## src/rtl/mem_stage_if.sv

```systemverilog
// Bus bundle between the execute/controller side and the memory stage.
// The memory stage connects through the slave modport.
interface mem_stage_if #(
   parameter int EX_TO_MEM_WD = 142,
   parameter int MEM_TO_WB_WD = 136,
   parameter int STALL_BUS    = 6
);
   logic [STALL_BUS-1:0]    stall;
   logic [EX_TO_MEM_WD-1:0] ex_to_mem_bus;
   logic [31:0]             data_sram_rdata;
   logic [MEM_TO_WB_WD-1:0] mem_to_wb_bus;
   logic [MEM_TO_WB_WD-1:0] mem_to_id_forwarding;
   logic                    mem_is_load;

   modport master (
      output stall, ex_to_mem_bus, data_sram_rdata,
      input  mem_to_wb_bus, mem_to_id_forwarding, mem_is_load
   );

   modport slave (
      input  stall, ex_to_mem_bus, data_sram_rdata,
      output mem_to_wb_bus, mem_to_id_forwarding, mem_is_load
   );
endinterface

```

## src/rtl/mem_stage.sv

```systemverilog
// MIPS memory-access stage: registers the EX->MEM bus, completes loads from the
// synchronous data SRAM and holds the read data stable across stalls.
module mem_stage (
   input logic         clk,
   input logic         rst,
   mem_stage_if.slave  bus
);
   localparam logic STOP    = 1'b1;
   localparam logic NO_STOP = 1'b0;

   typedef struct packed {
      logic        hi_we;
      logic        lo_we;
      logic [31:0] hi_result;
      logic [31:0] lo_result;
      logic [31:0] pc;
      logic        data_ram_en;
      logic [3:0]  data_ram_wen;
      logic        sel_rf_res;
      logic        rf_we;
      logic [4:0]  rf_waddr;
      logic [31:0] ex_result;
   } ex_to_mem_t;

   typedef struct packed {
      logic        hi_we;
      logic        lo_we;
      logic [31:0] hi_result;
      logic [31:0] lo_result;
      logic [31:0] pc;
      logic        rf_we;
      logic [4:0]  rf_waddr;
      logic [31:0] rf_wdata;
   } mem_to_wb_t;

   ex_to_mem_t bus_r;
   logic [31:0] rdata_h;
   logic        first_r;
   logic        advance;
   logic        bubble;
   logic        held;
   logic [31:0] ld_data;
   mem_to_wb_t  wb;

   assign advance = (bus.stall[3] == NO_STOP);
   assign bubble  = (bus.stall[3] == STOP) && (bus.stall[4] == NO_STOP);
   assign held    = (bus.stall[3] == STOP) && (bus.stall[4] == STOP);

   // NOTE: sequential state uses non-blocking assignments so every register
   // samples pre-edge values regardless of statement order.
   always_ff @(posedge clk) begin
      if (rst) begin
         bus_r   <= '0;
         rdata_h <= '0;
         first_r <= 1'b0;
      end else begin
         if (bubble) begin
            bus_r <= '0;
         end else if (advance) begin
            bus_r <= bus.ex_to_mem_bus;
         end
         first_r <= advance;
         // SRAM data is only valid in the load's first cycle; freeze it for the stall.
         if (first_r && held) begin
            rdata_h <= bus.data_sram_rdata;
         end
      end
   end

   assign ld_data = first_r ? bus.data_sram_rdata : rdata_h;

   // NOTE: every always_comb output gets a default first so no latch is inferred.
   always_comb begin
      wb           = '0;
      wb.hi_we     = bus_r.hi_we;
      wb.lo_we     = bus_r.lo_we;
      wb.hi_result = bus_r.hi_result;
      wb.lo_result = bus_r.lo_result;
      wb.pc        = bus_r.pc;
      wb.rf_we     = bus_r.rf_we;
      wb.rf_waddr  = bus_r.rf_waddr;
      wb.rf_wdata  = bus_r.sel_rf_res ? ld_data : bus_r.ex_result;
   end

   assign bus.mem_to_wb_bus        = wb;
   assign bus.mem_to_id_forwarding = wb;
   assign bus.mem_is_load          = bus_r.data_ram_en && (bus_r.data_ram_wen == 4'b0000);
endmodule

```

## src/flat_wrapper.sv

```systemverilog
// flat-port wrapper written by rule: the top's interface ports become plain ports
module mem_stage_flat 
  (clk, rst, bus_stall, bus_ex_to_mem_bus, bus_data_sram_rdata, bus_mem_to_wb_bus, bus_mem_to_id_forwarding, bus_mem_is_load);
  mem_stage_if bus_i ();
  input logic clk;
  input logic rst;
  input wire logic [$bits(bus_i.stall)-1:0] bus_stall;
  input wire logic [$bits(bus_i.ex_to_mem_bus)-1:0] bus_ex_to_mem_bus;
  input wire logic [$bits(bus_i.data_sram_rdata)-1:0] bus_data_sram_rdata;
  output wire logic [$bits(bus_i.mem_to_wb_bus)-1:0] bus_mem_to_wb_bus;
  output wire logic [$bits(bus_i.mem_to_id_forwarding)-1:0] bus_mem_to_id_forwarding;
  output wire logic [$bits(bus_i.mem_is_load)-1:0] bus_mem_is_load;
  assign bus_i.stall = bus_stall;
  assign bus_i.ex_to_mem_bus = bus_ex_to_mem_bus;
  assign bus_i.data_sram_rdata = bus_data_sram_rdata;
  assign bus_mem_to_wb_bus = bus_i.mem_to_wb_bus;
  assign bus_mem_to_id_forwarding = bus_i.mem_to_id_forwarding;
  assign bus_mem_is_load = bus_i.mem_is_load;
  mem_stage u_core (.clk(clk), .rst(rst), .bus(bus_i));
endmodule
```

## config.mk

```make
export PLATFORM = sky130hd
export DESIGN_NAME = mem_stage_flat
export DESIGN_NICKNAME = d
export VERILOG_FILES = /design/src/rtl/mem_stage_if.sv /design/src/rtl/mem_stage.sv /design/src/flat_wrapper.sv
export SDC_FILE = /design/constraint.sdc
export NUM_CORES = 1
export LEC_CHECK = 0
export CELL_PAD_IN_SITES_DETAIL_PLACEMENT = 2
export CELL_PAD_IN_SITES_GLOBAL_PLACEMENT = 2
export CORE_MARGIN = 3
export CORE_UTILIZATION = 24
export CTS_CLUSTER_SIZE = 14
export DETAILED_ROUTE_END_ITERATION = 12
export GPL_ROUTABILITY_DRIVEN = 0
export GPL_TIMING_DRIVEN = 1
export PLACE_DENSITY_LB_ADDON = 0.2
export SYNTH_ARGS = -nofsm -noshare
export SYNTH_HDL_FRONTEND = slang
export SYNTH_SLANG_ARGS = --single-unit
```

## constraint.sdc

```tcl
create_clock -name clk -period 4.3 [get_ports clk]
set_input_delay 1.075 -clock clk [delete_from_list [all_inputs] [get_ports clk]]
set_output_delay 1.075 -clock clk [all_outputs]
set_load 0.1 [all_outputs]
```

==> qor.yml, run 1 <==
synth:
  synthFlopType: "dfxtp_1"
  synth.most_common_cell: "buf_4"
  yosysUniqueCellTypes: 14
  synth_top_area_share: 0.372
  netlist_top_cells_area: "dfxtp_1, buf_4, nand2b_1"
  synth_area_mm2: 0.00941
  synth_nets: 1305
  ys_seq_area_frac: 0.372
  ys_ff_latch: 175
  yosys.area.top_type: "dfxtp_1"
  ys_top_cells_by_count: "buf_4, nand2b_1, dfxtp_1, a21oi_1, nand3_1"
  syn_inst: 1123
  synth_warnings: 0
  syn_avg_cell_area_um2: 8.38
  synth-edff-count: 0
  synth-async-reset-ratio: 0
cells_and_area:
  drive_gt1_frac: 0.0868
  final_nets: 1459
  area_delta_synth_final_pct: 36.9
  final_area_mm2: 0.0129
  antenna_cells: 0
floorplan:
  die_h_um: 204
  die_w_um: 204
  core_mm2: 0.0382
  rows: 71
  die_area_mm2: 0.0416
  ios: 455
  initial_core_util: 0.246
timing:
  max_slew_margin: 0.313
  period_share: 0.811
  setup_tns_ns: 0
  setup_violations: 0
  fin_worst_skew_ns: 0.00659
  fmax_ghz: 0.287
  finalHoldViolCount: 0
  period_needed_ns: 3.49
  final_max_slew_viol_count: 0
  worst_pin_slew_ns: 1.03
  rsz0062_at_grt: "no"
power_and_ir_drop:
  powerDensity_mw_per_mm2: 401
  ir_worst_vdd_mv: 0.239
  p_leak_nw: 4.56
  power_mw: 5.17
critical_path:
  arrival_ns: 2.41
  critical_path_required_ns: 3.22
  worst_setup_path_start_kind: "input port"
  crit_type: "input port to output port"
  crit_path_end_kind: "output port"
  cp_max_fo: 2
global_routing:
  grt_pass1_wl_mm: 49.7
  grt_max_degree: 164
  antenna_found_initial: 3
  grt_pass1_vias: 8378
  grt-ovfl-total: 0
  grt.total_usage: 0.154
drt:
  drt-initial-drc-count: 230
  dr.pass1.iters: 4
  drtAntennaViolNets: 0
  via_per_inst: 4.34
  wl_per_cell_um: 18.4
  drc: 0
  vias: 7818
  routed_wl_mm: 33.2
clock_network:
  numCtsBuffers: 17
  postCtsSetupBuffers: 0
  htreeDepth: 4
  clkSinkCount: 175
  clkTransAtPathRegs_ns: 0.06
  ctsHoldBuffers: 0
  clk_latency_ns: 0.45
  root_buffer: "clkbuf_16"
  cts_tree: "yes"
  clock_path_buffers: 2
  cts.repair.resized: 0
placement:
  placed_area_mm2: 0.0123
  dp.final_hpwl_mm: 23.9
  port_buffers: 450
job:
  cap_viol_max_count: 0
worst_hold_path:
  hold_path.class: "register to register"
outcome:
  status: "finished, final reports clean"
cell families (layout without fill, tap and decap cells):
family,Yosys count,in the layout,share of synthesized area
DFF,175,175,0.372
muxes,64,64,0.0680
AOI/OAI and AO/OA,174,174,0.0925
buffers and inverters,326,493,0.239
and+or+nand+nor,384,384,0.228
path summary, 6_finish.rpt:
kind | from | endpoint | slack, ns | depth (start not counted)
hold / removal | u_core.rdata_h[23] | u_core.rdata_h[23] | 0.47 | 2
hold reg to reg | u_core.rdata_h[23] | u_core.rdata_h[23] | 0.47 | 2
setup reg to reg | u_core.first_r | u_core.rdata_h[12] | 2.28 | 3
setup / recovery | bus_data_sram_rdata[0] | bus_mem_to_wb_bus[0] | 0.81 | 4
per-stage QoR:
stage,hold WS (ns),util,instances,worst slack [ns]
2_1_floorplan,0.448,-,1123,0.0608
3_3_place_gp,0.459,0.322,1769,0.766
3_5_place_dp,0.473,0.322,1769,0.767
4_1_cts,0.483,0.337,1801,0.756
5_1_grt,0.503,0.337,1801,0.726
6_report,0.475,0.337,1801,0.811
power by group:
| group | leakage [nW] | internal, mW | switching [mW] |
|---|---|---|---|
| sequential | 1.44 | 1.69 | 0.0629 |
| clock | 0.276 | 0.916 | 0.720 |
| combinational | 2.85 | 0.460 | 1.32 |
| total | 4.56 | 3.07 | 2.10 |
worst max-delay path: stages:
cell and delay (ns):
clkdlybuf4s50_1 0.48, mux2i_1 0.08, a21oi_1 0.52, buf_12 0.25
cell usage in the layout, fill, tap and decap left out:
master | netlist | final
clkbuf_1 | 33 | 2
nor2_1 | 33 | 33
inv_6 | 0 | 1
and3_4 | 1 | 1
dfxtp_2 | 0 | 2
mux2i_1 | 64 | 64
clkinvlp_4 | 0 | 5
a21oi_1 | 174 | 174
nand2b_1 | 206 | 206
clkinv_4 | 0 | 2
nor4_1 | 1 | 1
and2_1 | 1 | 1
nand3_1 | 142 | 142
clkdlybuf4s50_1 | 0 | 382
buf_12 | 0 | 5
dfxtp_1 | 175 | 173
clkbuf_16 | 0 | 17
clkinv_2 | 0 | 2
bufinv_16 | 0 | 3
buf_6 | 8 | 2
buf_4 | 248 | 72
layer usage:
| layer | vias to the layer above | global-route usage | wire length, um |
|---|---|---|---|
| met3 | 17 | 0.0506 | 2070 |
| met2 | 206 | 0.280 | 17300 |
| met1 | 3821 | 0.178 | 13500 |
| li1 | 3768 | - | - |
| met5 | - | 0 | 54 |
| met4 | 6 | 0.0273 | 235 |
sequential cells by signal, indices dropped and copies added, names as in the netlist:
register,cells
u_core.first_r,1
u_core.bus.mem_to_id_forwarding,104
u_core.rdata_h,32
u_core.bus_r,38
area by class of cell:
class                      instances  area (um2)
fill                            4333       25300
clock buffer                      19         433
sequential                       175        3510
multi-input combinational        622        3660
timing repair buffer             461        4490
clock inverter                    13         164
tap                              511         639
Note: power is estimated with default switching activity, not from simulation.
==> run 2, diff against run 1 <==
Settings changed: CORE_UTILIZATION 24 to 22.
Clock period 4.3 ns to 3.3 ns, I/O delays scaled along.
==> qor.yml, run 2 (synthesis gave the netlist of run 1 again) <==
worst_hold_path:
  hold_path.class: "register to register"
  hold_path_end: "u_core.rdata_h[14]"
  min-delay-start: "u_core.rdata_h[14]"
  min_path_cells: 2  # unchanged
floorplan:
  core_mm2: 0.0421  # +10%
  die_w_um: 213  # +4.3%
  ios: 455  # unchanged
  initial_core_util: 0.223  # -0.0230
  die_h_um: 213  # +4.3%
  rows: 75  # +5.6%
  die_area_mm2: 0.0453  # +8.8%
clock_network:
  numCtsBuffers: 17  # unchanged
  postCtsSetupBuffers: 0  # unchanged
  cts_tree: "yes"
  clk_latency_ns: 0.44  # about the same
  ctsHoldBuffers: 0  # unchanged
  clkSinkCount: 175  # unchanged
  root_buffer: "clkbuf_16"
  clkTransAtPathRegs_ns: 0.07  # about the same
  htreeDepth: 4  # unchanged
  clock_path_buffers: 2  # unchanged
  cts.repair.resized: 0  # unchanged
critical_path:
  r2r_start: "u_core.first_r"
  arrival_ns: 2.00  # -0.41 ns
  crit_path_end_kind: "output port"
  r2r_setup_slack_ns: 1.61  # -0.67 ns
  r2r-end: "u_core.rdata_h[7]"
  worst_r2r_path_depth: 3  # unchanged
  crit_type: "register to output port"
  critical_path_required_ns: 2.47  # -0.75 ns
  worst_setup_path_start_kind: "register"
  cp_max_fo: 44  # +42
timing:
  finalHoldViolCount: 0  # unchanged
  rsz0062_at_grt: "no"
  fin_worst_skew_ns: 0.00804  # +0.00145 ns
  setup_tns_ns: 0  # unchanged
  holdWs_ns: 0.476  # +0.00130 ns
  finalWorstSetupSlack_ns: 0.473  # -0.338 ns
  period_share: 0.857
  fmax_ghz: 0.354
  max_slew_margin: 0.439  # +0.126
  worst_pin_slew_ns: 0.841  # -0.185 ns
  period_needed_ns: 2.83
  final_max_slew_viol_count: 0  # unchanged
  setup_violations: 0  # unchanged
global_routing:
  antenna_found_initial: 6  # +3
  grt_pass1_wl_mm: 49.5  # -0.47%
  gr-usage-met2: 0.247  # -0.0325
  grt_pass1_vias: 8224  # -1.8%
  grt-ovfl-total: 0  # unchanged
  grt_use_met3: 0.0516  # +0.000927
  grt.busiest_layer: "met2"
  grt.total_usage: 0.142  # -0.0120
  grt_max_degree: 145  # -12%
  use_met1: 0.168  # -0.00944
cells_and_area:
  fin_util: 0.317  # -0.0202
  largest_reg_flops: 104  # unchanged
  drive_gt1_frac: 0.272  # +0.185
  final_nets: 1459  # unchanged
  final_area_mm2: 0.0134  # +3.7%
  area_delta_synth_final_pct: 42.0
  stdcell_count: 1829  # +1.6%
  mostFrequentLayoutCells: "buf_4, nand2b_1, clkdlybuf4s50_1"
  antenna_cells: 0  # unchanged
  final_common_cell: "buf_4"
placement:
  dp.cells: 1797  # +1.6%
  port_buffers: 450  # unchanged
  dp.final_hpwl_mm: 23.4  # -2.1%
  placed_area_mm2: 0.0128  # +3.8%
  pre_cts_slack_ns: 0.491  # -0.276 ns
drt:
  wl_per_cell_um: 18.2  # -1.3%
  via_per_inst: 4.32  # -0.40%
  drtAntennaViolNets: 0  # unchanged
  drt-initial-drc-count: 249  # +8.3%
  routed_wl_mm: 33.3  # +0.18%
  drc: 0  # unchanged
  vias: 7908  # +1.2%
  dr.pass1.iters: 4  # unchanged
power_and_ir_drop:
  p_int_mw: 4.18  # +36%
  power.net_switching_mw: 2.76  # +31%
  powerDensity_mw_per_mm2: 520  # +30%
  p_leak_nw: 5.18  # +13%
  power_mw: 6.95  # +34%
  clkPwrFrac: 0.312  # -0.004
  p_seq_frac: 0.329  # -0.010
  switching_share: 0.398  # -0.00902
  ir_worst_vdd_mv: 0.310  # +30%
  share_comb_of_total_power: 0.359  # +0.015
job:
  cap_viol_max_count: 0  # unchanged
outcome:
  status: "finished, final reports clean"
==> run 2: cell count changes in the layout (fill, tap and decap cells not counted), sizes merged <==
cell / change
buf: +208
clkinvlp: -3
clkdlybuf4s50: -208
clkbuf: +4
inv: -1
==> run 2: power by group through the flow <==
stage                     registers, mW  clock network, mW  logic (mW)
after global placement             2.33                  0        2.50
after CTS                          2.29               2.29        2.52
final                              2.29               2.17        2.49
after detailed placement           2.34                  0        2.52
after global routing               2.30               2.36        2.59
after floorplan                    2.30                  0        1.94
==> run 2: cell type report <==
type                       instances  area, um2
timing repair buffer             461       4790
clock inverter                     9        133
sequential                       175       3510
multi-input combinational        622       3780
fill                            4747      28800
clock buffer                      23        478
tap                              539        674
==> run 2: worst max-delay path by stage <==
stage                                       start                            to  slack [ns]
final                            u_core.bus_r[38]   bus_mem_to_id_forwarding[7]        0.47
after global routing             u_core.bus_r[38]   bus_mem_to_id_forwarding[7]        0.33
after CTS                        u_core.bus_r[38]  bus_mem_to_id_forwarding[10]        0.39
after detailed placement  bus_data_sram_rdata[17]         bus_mem_to_wb_bus[17]        0.49
after global placement     bus_data_sram_rdata[2]          bus_mem_to_wb_bus[2]        0.50
after floorplan            bus_data_sram_rdata[0]          bus_mem_to_wb_bus[0]        0.25
==> run 2: per-layer routing <==
metal | wire length (um) | part of all wire | vias up
met5 | 69 | 0.0021 | -
met4 | 231 | 0.0069 | 12
met3 | 2570 | 0.077 | 25
met2 | 16800 | 0.50 | 234
met1 | 13600 | 0.41 | 3867
li1 | - | - | 3770
==> run 2: critical path, cell delays in order (launching register included) <==
cell and delay, ns:
dfxtp_4 0.59, buf_12 0.31, nor2_1 0.10, a21oi_2 0.32, buf_12 0.23
